[src/rtl/dmem_pkg.sv]
// dmem_pkg: access codes, FSM encoding and lane extract/merge helpers for dmem_rmw_ctrl
package dmem_pkg;
  localparam logic [3:0] ACC_LW  = 4'b0001;
  localparam logic [3:0] ACC_LH  = 4'b0010;
  localparam logic [3:0] ACC_LB  = 4'b0011;
  localparam logic [3:0] ACC_LHU = 4'b0100;
  localparam logic [3:0] ACC_LBU = 4'b0101;
  localparam logic [3:0] ACC_SW  = 4'b1001;
  localparam logic [3:0] ACC_SH  = 4'b1010;
  localparam logic [3:0] ACC_SB  = 4'b1011;
  typedef enum logic [2:0] {S_IDLE, S_RD, S_CAP, S_WR, S_RESP} state_t;
  function automatic logic [31:0] lane_extract(input logic [31:0] word, input logic [1:0] off, input logic [3:0] code);
    logic [31:0] s;
    s = word >> {off, 3'b000};
    return code == ACC_LB  ? {{24{s[7]}}, s[7:0]} :
           code == ACC_LBU ? {24'b0, s[7:0]} :
           code == ACC_LH  ? {{16{s[15]}}, s[15:0]} :
           code == ACC_LHU ? {16'b0, s[15:0]} :
           code == ACC_LW  ? word : 32'b0;
  endfunction
  function automatic logic [31:0] lane_merge(input logic [31:0] old, input logic [31:0] data, input logic [1:0] off, input logic [3:0] code);
    logic [31:0] m;
    m = code == ACC_SB ? 32'h0000_00ff << {off, 3'b000} :
        code == ACC_SH ? 32'h0000_ffff << {off, 3'b000} : 32'hffff_ffff;
    return (old & ~m) | ((data << {off, 3'b000}) & m);
  endfunction
  function automatic logic [3:0] lane_be(input logic [1:0] off, input logic [3:0] code);
    return code == ACC_SB ? 4'b0001 << off : code == ACC_SH ? 4'b0011 << off : 4'b1111;
  endfunction
  function automatic logic [31:0] lane_rep(input logic [31:0] data, input logic [3:0] code);
    return code == ACC_SB ? {4{data[7:0]}} : code == ACC_SH ? {2{data[15:0]}} : data;
  endfunction
endpackage

[src/rtl/dmem_lane_fmt.sv]
// dmem_lane_fmt: combinational load-lane extraction and store-lane merge
module dmem_lane_fmt
  import dmem_pkg::*;
(
  input  logic [31:0] word,
  input  logic [31:0] data,
  input  logic [1:0]  off,
  input  logic [3:0]  code,
  output logic [31:0] ext,
  output logic [31:0] merged
);
  assign ext    = lane_extract(word, off, code);
  assign merged = lane_merge(word, data, off, code);
endmodule

[src/rtl/dmem_rmw_ctrl.sv]
// dmem_rmw_ctrl: single-request data-memory responder with RMW sub-word stores; DMEM_BYTE_WE_EN adds mem_be and skips RMW
module dmem_rmw_ctrl
  import dmem_pkg::*;
#(
  parameter int ADDR_W = 8
) (
  input  logic              clk,
  input  logic              rst,
  input  logic              req_valid,
  output logic              req_ready,
  input  logic [31:0]       req_addr,
  input  logic [3:0]        req_access,
  input  logic [31:0]       req_wdata,
  output logic              resp_valid,
  output logic [31:0]       resp_rdata,
  output logic              resp_err,
  output logic [ADDR_W-1:0] mem_addr,
  input  logic [31:0]       mem_rdata,
  output logic [31:0]       mem_wdata,
  output logic              mem_we
`ifdef DMEM_BYTE_WE_EN
  ,
  output logic [3:0]        mem_be
`endif
);
`ifdef DMEM_BYTE_WE_EN
  localparam bit BYTE_WE = 1'b1;
`else
  localparam bit BYTE_WE = 1'b0;
`endif
  state_t state, state_n;
  logic [ADDR_W+1:0] addr_q;
  logic [3:0] acc_q;
  logic [31:0] wdata_q, data_q, ext, merged;
  logic err_q, acc_err, legal, accept;
  logic unused_addr_hi;
  assign unused_addr_hi = ^req_addr[31:ADDR_W+2];
  assign accept = req_valid && state == S_IDLE;
  always_comb begin
    legal = req_access inside {ACC_LW, ACC_LH, ACC_LB, ACC_LHU, ACC_LBU, ACC_SW, ACC_SH, ACC_SB};
    acc_err = !legal ||
              ((req_access == ACC_LW || req_access == ACC_SW) && req_addr[1:0] != 2'b00) ||
              ((req_access == ACC_LH || req_access == ACC_LHU || req_access == ACC_SH) && req_addr[0]);
  end
  always_comb begin
    state_n = state;
    case (state)
      S_IDLE: state_n = !accept ? S_IDLE : acc_err ? S_RESP :
                        (req_access == ACC_SW || (BYTE_WE && req_access[3])) ? S_WR : S_RD;
      S_RD:   state_n = S_CAP;
      S_CAP:  state_n = acc_q[3] ? S_WR : S_RESP;
      S_WR:   state_n = S_RESP;
      default: state_n = S_IDLE;
    endcase
  end
  always_ff @(posedge clk) begin
    if (rst) begin
      state   <= S_IDLE;
      addr_q  <= '0;
      acc_q   <= '0;
      wdata_q <= '0;
      data_q  <= '0;
      err_q   <= 1'b0;
    end else begin
      state <= state_n;
      if (accept) begin
        addr_q  <= req_addr[ADDR_W+1:0];
        acc_q   <= req_access;
        wdata_q <= req_wdata;
        err_q   <= acc_err;
      end
      if (state == S_CAP) data_q <= acc_q[3] ? merged : mem_rdata;
    end
  end
  // CAP merges against the fresh RAM word; RESP extracts from the captured one
  dmem_lane_fmt u_fmt (
    .word   (state == S_CAP ? mem_rdata : data_q),
    .data   (wdata_q),
    .off    (addr_q[1:0]),
    .code   (acc_q),
    .ext    (ext),
    .merged (merged)
  );
  assign req_ready  = state == S_IDLE;
  assign resp_valid = state == S_RESP;
  assign resp_err   = state == S_RESP && err_q;
  assign resp_rdata = (state == S_RESP && !err_q && !acc_q[3]) ? ext : 32'b0;
  assign mem_addr   = addr_q[ADDR_W+1:2];
  assign mem_we     = state == S_WR;
`ifdef DMEM_BYTE_WE_EN
  assign mem_wdata  = mem_we ? lane_rep(wdata_q, acc_q) : 32'b0;
  assign mem_be     = mem_we ? lane_be(addr_q[1:0], acc_q) : 4'b0;
`else
  assign mem_wdata  = mem_we ? (acc_q == ACC_SW ? wdata_q : data_q) : 32'b0;
`endif
endmodule
[config.mk]
export PLATFORM = sky130hd
export DESIGN_NAME = dmem_rmw_ctrl
export DESIGN_NICKNAME = d
export VERILOG_FILES = /design/src/rtl/dmem_pkg.sv /design/src/rtl/dmem_lane_fmt.sv /design/src/rtl/dmem_rmw_ctrl.sv
export SDC_FILE = /design/constraint.sdc
export NUM_CORES = 1
export LEC_CHECK = 0
export ABC_AREA = 1
export CAP_MARGIN = 20
export CELL_PAD_IN_SITES_DETAIL_PLACEMENT = 2
export CELL_PAD_IN_SITES_GLOBAL_PLACEMENT = 2
export CORE_MARGIN = 5
export CORE_UTILIZATION = 24
export CTS_CLUSTER_DIAMETER = 200
export DETAILED_ROUTE_END_ITERATION = 6
export PLACE_DENSITY_LB_ADDON = 0.1
export REMOVE_ABC_BUFFERS = 1
export SETUP_SLACK_MARGIN = 0.15
export SYNTH_ARGS = -nofsm -noshare
export SYNTH_HDL_FRONTEND = slang
export SYNTH_SLANG_ARGS = --single-unit
[constraint.sdc]
create_clock -name clk -period 2.8 [get_ports clk]
set_clock_uncertainty 0.2 [all_clocks]
set_input_delay 0.56 -clock clk [delete_from_list [all_inputs] [get_ports clk]]
set_output_delay 0.56 -clock clk [all_outputs]
set_load 0.05 [all_outputs]
Word-level counts from Yosys, hierarchy flattened --
Index checks and enable logic that the tools add are counted.
Cells by class: bitwise logic cells 4, multiplexer cells 17, eq/ne operators 20, reduce and logical (&&, ||, !) cells 17, shifts and indexed selects 4
Operators by type and width (count):
- 32-bit two-way mux | 12
- 32-bit bitwise AND | 2
- 32-bit inverter | 1
- 32-bit bitwise OR | 1
- 16-bit by 5-bit left shift with 32-bit output (first input constant) | 1
- 32-bit by 5-bit left shift with 32-bit output | 1
- 8-bit by 5-bit left shift with 32-bit output (first input constant) | 1
- 32-bit by 5-bit right shift with 16-bit output | 1
- 4-bit == test (second input constant) | 6
- 4-bit by 2-bit == test with 1-bit output (second input constant) | 4
- 4-bit by 3-bit == test with 1-bit output (second input constant) | 4
- 3-bit one-hot mux with 4 select lines | 1
- 3-bit two-way mux | 3
- 4-bit by 1-bit == test with 1-bit output (second input constant) | 2
- 8-bit nonzero test | 1
- 3-bit by 2-bit == test with 1-bit output (second input constant) | 2
- 1-bit logical AND | 6
- 1-bit logical OR | 5
- 3-bit by 1-bit == test with 1-bit output (second input constant) | 1
- 3-bit == test (second input constant) | 1
- 1-bit zero test | 3
- 3-bit zero test | 1
- 2-bit two-way mux | 1
- 2-bit nonzero test | 1
Word-level totals: output and inout port bits 76, word-level logic and storage cells 68, flip-flop bits (word level) 82, input bits 103

Depth between registers and ports, before layout --
Gate-level depths: netlist of run 1.
word-level depth 8, mapped depth 12, mapped depth without buffers 11

By module --
From an unflattened synthesis of run 1, not the netlist that was laid out.
Unflattened totals: cell total of the unflattened synthesis 1123, area, all modules 6322.3 um^2
By module, submodules not included:
- dmem_rmw_ctrl | cells an instance 650, instances 1, seq. area each 1641.6 um^2, area an instance 4225.3 um^2
- dmem_lane_fmt | cells an instance 473, instances 1, seq. area each 0.0 um^2, area an instance 2097.0 um^2

Worst setup path after synthesis of run 1 --
No wires, ideal clock.
path kind flip-flop to output port, start register state[1], end output mem_wdata[22], arrival time 2.097 ns, buffers on the path 2, cell stages (with the launch flop) 9, required time 2.040 ns, path slack -0.057 ns, path through dfxtp_1 > inv_2 > nor2_2 > buf_6 > nand2_1 > inv_1 > buf_2 > o21ai_0 > a21oi_1
On the way: cells in the longest elaborated chain, start to end 2
RTL lines:
- start, declared | RTL line dmem_rmw_ctrl.sv:31 | state_t state, state_n;
- start signal, assigned | RTL line dmem_rmw_ctrl.sv:65 | state <= state_n;
- 3-bit by 2-bit == test with 1-bit output | RTL line dmem_rmw_ctrl.sv:89 | assign mem_we = state == S_WR;
- via mem_we | RTL line dmem_rmw_ctrl.sv:20 | output logic mem_we
- 32-bit two-way mux | RTL line dmem_rmw_ctrl.sv:94 | assign mem_wdata = mem_we ? (acc_q == ACC_SW ? wdata_q : data_q) : 32'b0;
- end, declared | RTL line dmem_rmw_ctrl.sv:19 | output logic [31:0] mem_wdata,
The timed path passes the listed nets, and every way through them passes these cells.

Worst setup path after layout of run 1 --
start register state[2], end output resp_rdata[10]
On the way: cells in the longest elaborated chain, start to end 8, elaborated cells on any way between the ends 12, those cells by class 2 x eq/ne; 1 x shift; 7 x mux; 2 x reduce/logical
RTL lines:
- 3-bit by 2-bit == test with 1-bit output | RTL line dmem_rmw_ctrl.sv:77 | .word (state == S_CAP ? mem_rdata : data_q),
- 32-bit two-way mux | RTL line dmem_rmw_ctrl.sv:77
- 32-bit by 5-bit right shift with 16-bit output / 32-bit two-way mux (equally long branches) | RTL line dmem_pkg.sv:14, dmem_pkg.sv:19
- 32-bit two-way mux | RTL line dmem_pkg.sv:18 | code == ACC_LHU ? {16'b0, s[15:0]} :
- 32-bit two-way mux | RTL line dmem_pkg.sv:17 | code == ACC_LH ? {{16{s[15]}}, s[15:0]} :
- 32-bit two-way mux | RTL line dmem_pkg.sv:16 | code == ACC_LBU ? {24'b0, s[7:0]} :
- 32-bit two-way mux | RTL line dmem_pkg.sv:15 | return code == ACC_LB ? {{24{s[7]}}, s[7:0]} :
- 32-bit two-way mux (*) | RTL line dmem_rmw_ctrl.sv:87 | assign resp_rdata = (state == S_RESP && !err_q && !acc_q[3]) ? ext : 32'b0;
- end, declared | RTL line dmem_rmw_ctrl.sv:15 | output logic [31:0] resp_rdata,
Mark *: on every way between the ends. The rest lies on a longest branch, timed or not.

==> flow_metrics.tcl, run 1 <==
set metrics [dict create \
    power.density_nw_per_um2 372 \
    hpwl_um 23800 \
    worst_setup_path_end_kind "output pin" \
    routed_via_density 5.36 \
    drtAntennaViolNets 0 \
    max_stage_delay_ns 0.36 \
    slew_headroom_pct 54.9 \
    ios 179 \
    layout_commonest_cell "nand2_1" \
    grt_max_degree 53 \
    slew_viol_final 0 \
    ys_seq_area_share_pct 26.2 \
    drt_iter0_markers 524 \
    io_buffer_count 156 \
    dp_slack_ns -0.243 \
    layout.nets 1417 \
    ctsHoldBuffers 0 \
    numCtsBuffers 9 \
    min_period_over_period_pct 110 \
    wl_met3_um 2120 \
    required_ns 2.04 \
    yosysUniqueCellTypes 31 \
    cp_top_family "simple AND/OR/NAND/NOR gates" \
    final_cell_mix "nand2_1 (253), o21ai_0 (106), a21oi_1 (90), buf_4 (90), inv_1 (88)" \
    min_from "addr_q[2]$_SDFFE_PP0P_" \
    drtPass1Iterations 5 \
    top_layer "met4" \
    drc 0 \
    drive_gt1_share_pct 37.6 \
    holdPathStages 2 \
    tightest_slew_ns 0.677 \
    r2r_cells 10 \
    path_buf_inv 6 \
    cts_tree "yes" \
    cts.sinks 82 \
    ir_drop_mv 0.231 \
    clk_pin_slew_ns 0.08 \
    rr_startpoint "addr_q[1]$_SDFFE_PP0P_" \
    hold_viol 0 \
    whs_endpoint "addr_q[2]$_SDFFE_PP0P_" \
    setup-violations-final 47 \
    gr-total-overflow 0 \
    dieArea_um2 29400 \
    r2r_slack_ns 0.25 \
    leakage_uw 0.00455 \
    cp_max_fo 6 \
    routedLengthMet1_um 17200 \
    grt_pass1_vias 9419 \
    rr_endpoint "data_q[20]$_SDFFE_PP0N_" \
    die-width_um 172 \
    cp_cell_sequence "inv_4 -> nand3_4 -> inv_4 -> buf_6 -> buf_12 -> nand2_4 -> buf_6 -> nand3_2 -> nand3_2 -> nand2_1 -> nand2_1 -> nor2_2 -> nor2_2 -> buf_12" \
    yosys_warnings 0 \
    design_area_um2 11600 \
    h-tree-depth 3 \
    fin_ws_ns -0.286 \
    worstSkewPairLatency_ns 0.37 \
    ys_ff_latch 82 \
    initial_core_util_pct 24.2 \
    gp_congestion 0.844 \
    track_usage_pct 26.5 \
    period_needed_ns 3.09 \
    chipHeight_um 172 \
    setup_tns_ns -7.38 \
    rsz0062_at_grt "true" \
    core-area_um2 25900 \
    violations "negative setup slack" \
    placed_cell_area_um2 8850 \
    arrival_ns 2.33 \
    fillers 2884 \
    post_drt_wl_per_cell_um 25.5 \
    wl_met2_um 21300 \
    synth.cell_area_um2 6270 \
    status "complete, but fails checks" \
    syn_avg_cell_area_um2 5.78 \
    grt_first_pass_wirelength_um 58400 \
    syn_to_final_growth_pct 84.7 \
    rows 59 \
    drv_cap 0 \
    diodes 0 \
    dr_total_vias 8845 \
    cts_buffer_depth 2 \
    start_kind "flip-flop" \
    slowest_stage "dfxtp_4" \
    antenna_found_initial 0 \
    synth_cells 1085 \
    wirelength_um 42100 \
    cts_root_buf "clkbuf_16" \
    path_class "reg -> out" \
    min-delay-path-class "reg -> reg" \
    fmax_ghz 0.324 \
]
## synthesized netlist by cell type, drive strengths merged
cell type / number / area (um2)
o21ai: 153 / 766
a21oi: 147 / 736
nand3: 105 / 581
dfxtp: 82 / 1640
clkinv: 2 / 7.51
nand4: 2 / 12.5
ha: 4 / 50.1
nor3: 4 / 25.0
a31oi: 7 / 43.8
nand2: 342 / 1300
buf: 42 / 298
o211ai: 6 / 58.8
inv: 106 / 398
a211oi: 1 / 7.51
o21a: 1 / 7.51
clkbuf: 41 / 154
nor2: 34 / 148
or2: 6 / 37.5
## repair_timing
action	4_1_cts	5_1_grt
gates resized for setup	306	157
cloned	9	3
endpoints found under the setup margin	66	66
setup buffers	33	9
pin swaps	29	55
## report_power, final
part / switching, uW / internal (uW)
clock network: 613 / 790
registers: 70.7 / 1250
logic: 1010 / 571
total: 1700 / 2610
## through the flow
| stage | std cells | total power [uW] | hold slack (ns) | utilization [%] |
|---|---|---|---|---|
| 2_1_floorplan | 1002 | 1920 | 0.238 | - |
| 3_3_place_gp | 1580 | 2510 | 0.249 | 34.2 |
| 3_5_place_dp | 1580 | 2530 | 0.260 | 34.2 |
| 4_1_cts | 1638 | 4140 | 0.271 | 41.6 |
| 5_1_grt | 1650 | 4470 | 0.294 | 44.7 |
| 6_report | 1650 | 4300 | 0.267 | 44.7 |
## tightest hold or removal path: cells and delay by family, from the launching register on
family,cells,cell delay (ns)
compound gates,1,0.05
simple gates,1,0.06
flops,1,0.31
## worst max path at each step
| stage | start | to | slack, ns | cells past startpoint |
|---|---|---|---|---|
| 2_1_floorplan | addr_q[0]$_SDFFE_PP0P_ | resp_rdata[16] | -2.16 | 6 |
| 3_3_place_gp | mem_rdata[23] | resp_rdata[19] | -0.23 | 9 |
| 3_5_place_dp | mem_rdata[23] | resp_rdata[21] | -0.24 | 9 |
| 4_1_cts | state[0]$_SDFF_PP0_ | resp_rdata[4] | -0.18 | 12 |
| 5_1_grt | state[2]$_SDFF_PP0_ | resp_rdata[4] | -0.36 | 12 |
| 6_report | state[2]$_SDFF_PP0_ | resp_rdata[10] | -0.29 | 14 |
## flip-flops by register name (all words and copies together), names as in the netlist
| register | flops |
|---|---|
| state | 3 |
| addr_q | 10 |
| acc_q | 4 |
| err_q | 1 |
| data_q | 32 |
| wdata_q | 32 |
## logic make-up after synthesis
logic type	Yosys count	synth area share (%)
AO/OA/AOI/OAI	315	25.8
adder cells (fa/ha/maj)	4	0.799
flip-flops	82	26.2
AND/OR/NAND/NOR	493	33.5
buffers and inverters	191	13.7
## layout make-up
cell class / instances / area, um2 / share of cell area [%]
Clock inverter: 7 / 101 / 0.875
Clock buffer: 9 / 225 / 1.95
Timing Repair Buffer: 297 / 3620 / 31.2
Inverter: 108 / 434 / 3.75
Tap cell: 335 / 419 / 3.62
Multi-Input combinational cell: 812 / 5120 / 44.3
Sequential cell: 82 / 1660 / 14.3
## routing by layer
metal	global-route usage, %	up-vias
met1	32.0	4475
met2	47.5	280
met5	0	-
met4	8.65	0
met3	4.69	93
li1	-	3997
Power figures use the tool's default switching activity.
==> run 2, diff against run 1 <==
--- a/config.mk
+++ b/config.mk
@@ -9,7 +9,6 @@
 export CAP_MARGIN = 20
 export CELL_PAD_IN_SITES_DETAIL_PLACEMENT = 2
 export CELL_PAD_IN_SITES_GLOBAL_PLACEMENT = 2
-export CORE_MARGIN = 5
 export CORE_UTILIZATION = 24
 export CTS_CLUSTER_DIAMETER = 200
 export DETAILED_ROUTE_END_ITERATION = 6
==> flow_metrics.tcl, run 2 (synthesis results as in run 1) <==
set metrics [dict create \
    min_from "addr_q[9]$_SDFFE_PP0P_" \
    gp_congestion 0.827 \
    leakage_uw 0.00451 \
    drv_cap 0 \
    top_regs "data_q x32, wdata_q x32, addr_q x10" \
    r2r_cells 9 \
    dr_total_vias 8994 \
    wirelength_um 42900 \
    ir_drop_mv 0.317 \
    slew_viol_final 0 \
    required_ns 2.04 \
    drtAntennaViolNets 0 \
    grt_max_degree 75 \
    diodes 0 \
    ctsHoldBuffers 0 \
    routed_via_density 5.44 \
    cts_root_buf "clkbuf_16" \
    ios 179 \
    final_cell_mix "nand2_1 (257), o21ai_0 (100), buf_4 (100)" \
    worst_setup_path_end_kind "output pin" \
    dieArea_um2 26800 \
    period_needed_ns 3.08 \
    violations "negative setup slack" \
    numCtsBuffers 9 \
    regArea_um2 1660 \
    chipHeight_um 164 \
    grt_pass1_vias 9336 \
    slew_headroom_pct 47.7 \
    hpwl_um 23100 \
    fmax_ghz 0.325 \
    rsz0062_at_grt "true" \
    drt_iter0_markers 427 \
    multi_input_area_um2 5140 \
    tightest_slew_ns 0.784 \
    rows 58 \
    core-area_um2 25400 \
    cts.sinks 82 \
    drive_gt1_share_pct 38.6 \
    cp_max_fo 6 \
    total_power_uw 4190 \
    hold_viol 0 \
    min_period_over_period_pct 110 \
    grt_first_pass_wirelength_um 56900 \
    syn_to_final_growth_pct 85.5 \
    io_buffer_count 156 \
    setup_tns_ns -5.16 \
    antenna_found_initial 1 \
    drc 0 \
    path_class "reg -> out" \
    r2r_slack_ns 0.25 \
    min-delay-path-class "reg -> reg" \
    rr_startpoint "addr_q[1]$_SDFFE_PP0P_" \
    whs_endpoint "addr_q[9]$_SDFFE_PP0P_" \
    post_drt_wl_per_cell_um 25.9 \
    layout.nets 1426 \
    arrival_ns 2.32 \
    worstSetupStartpoint "state[2]$_SDFF_PP0_" \
    setup-violations-final 32 \
    drtPass1Iterations 5 \
    track_usage_pct 28.9 \
    rr_endpoint "data_q[23]$_SDFFE_PP0N_" \
    clk_pin_slew_ns 0.08 \
    fillers 2858 \
    cts_tree "yes" \
    layout_commonest_cell "nand2_1" \
    fin_ws_ns -0.281 \
    cts_buffer_depth 2 \
    h-tree-depth 3 \
    power.density_nw_per_um2 360 \
    holdPathStages 2 \
    status "complete, but fails checks" \
    gr-total-overflow 0 \
    initial_core_util_pct 24.7 \
    die-width_um 164 \
    worstSkewPairLatency_ns 0.37 \
    start_kind "flip-flop" \
]
## run 2: through the flow
| stage | setup WS (ns) | hold WS (ns) | instance area, um2 | util, % | instances |
|---|---|---|---|---|---|
| after floorplan | -2.16 | 0.238 | 5820 | - | 1002 |
| after global placement | -0.259 | 0.249 | 8870 | 34.9 | 1580 |
| after detailed placement | -0.292 | 0.261 | 8870 | 34.9 | 1580 |
| after CTS | -0.158 | 0.271 | 10800 | 42.4 | 1643 |
| after global routing | -0.329 | 0.295 | 11600 | 45.8 | 1654 |
| final | -0.281 | 0.273 | 11600 | 45.8 | 1654 |
## run 2: metal layers
layer | wire, um | up-vias | global-route usage (%)
li1 | - | 4009 | -
met1 | 17800 | 4523 | 36.3
met2 | 20400 | 335 | 49.0
met3 | 2440 | 125 | 5.61
met4 | 2170 | 2 | 10.2
met5 | 10 | - | 0
## run 2: final cells by class
| type | instances | area share [%] |
|---|---|---|
| inverter | 108 | 3.80 |
| clock inverter | 7 | 0.463 |
| timing repair buffer | 306 | 31.8 |
| tap | 330 | 3.55 |
| clock buffer | 9 | 1.94 |
| multi-input combinational | 812 | 44.2 |
| sequential | 82 | 14.3 |
## run 2: how the worst max path moves through the flow
stage                     depth (start not counted)        endpoint
after CTS                                         9   resp_rdata[1]
after global placement                           10  resp_rdata[29]
after floorplan                                   6  resp_rdata[16]
final                                            14   resp_rdata[2]
after global routing                             14   resp_rdata[2]
after detailed placement                          9  resp_rdata[19]
## run 2: power by group
part / switching [uW] / total (uW) / internal, uW
combinational: 1040 / 1640 / 596
sequential: 75.7 / 1320 / 1250
clock: 617 / 1230 / 610
total: 1730 / 4190 / 2450
## run 2: critical path, stage by stage (launching register included)
cell	delay [ns]
dfxtp_2	0.34
inv_2	0.08
nand3_4	0.18
inv_8	0.16
buf_6	0.12
buf_12	0.11
buf_16	0.13
nand2_2	0.06
nand3_2	0.09
nand3_2	0.11
nand2_1	0.08
nand2_1	0.06
a21oi_1	0.15
buf_4	0.15
buf_12	0.13
## run 2: timing repair
item                                    in CTS  in global routing
gates resized for setup                    306                174
pin swaps                                   26                 61
endpoints found under the setup margin      66                 64
setup buffers                               37                  8
hold endpoints to repair                     0                  0
gates cloned                                10                  3
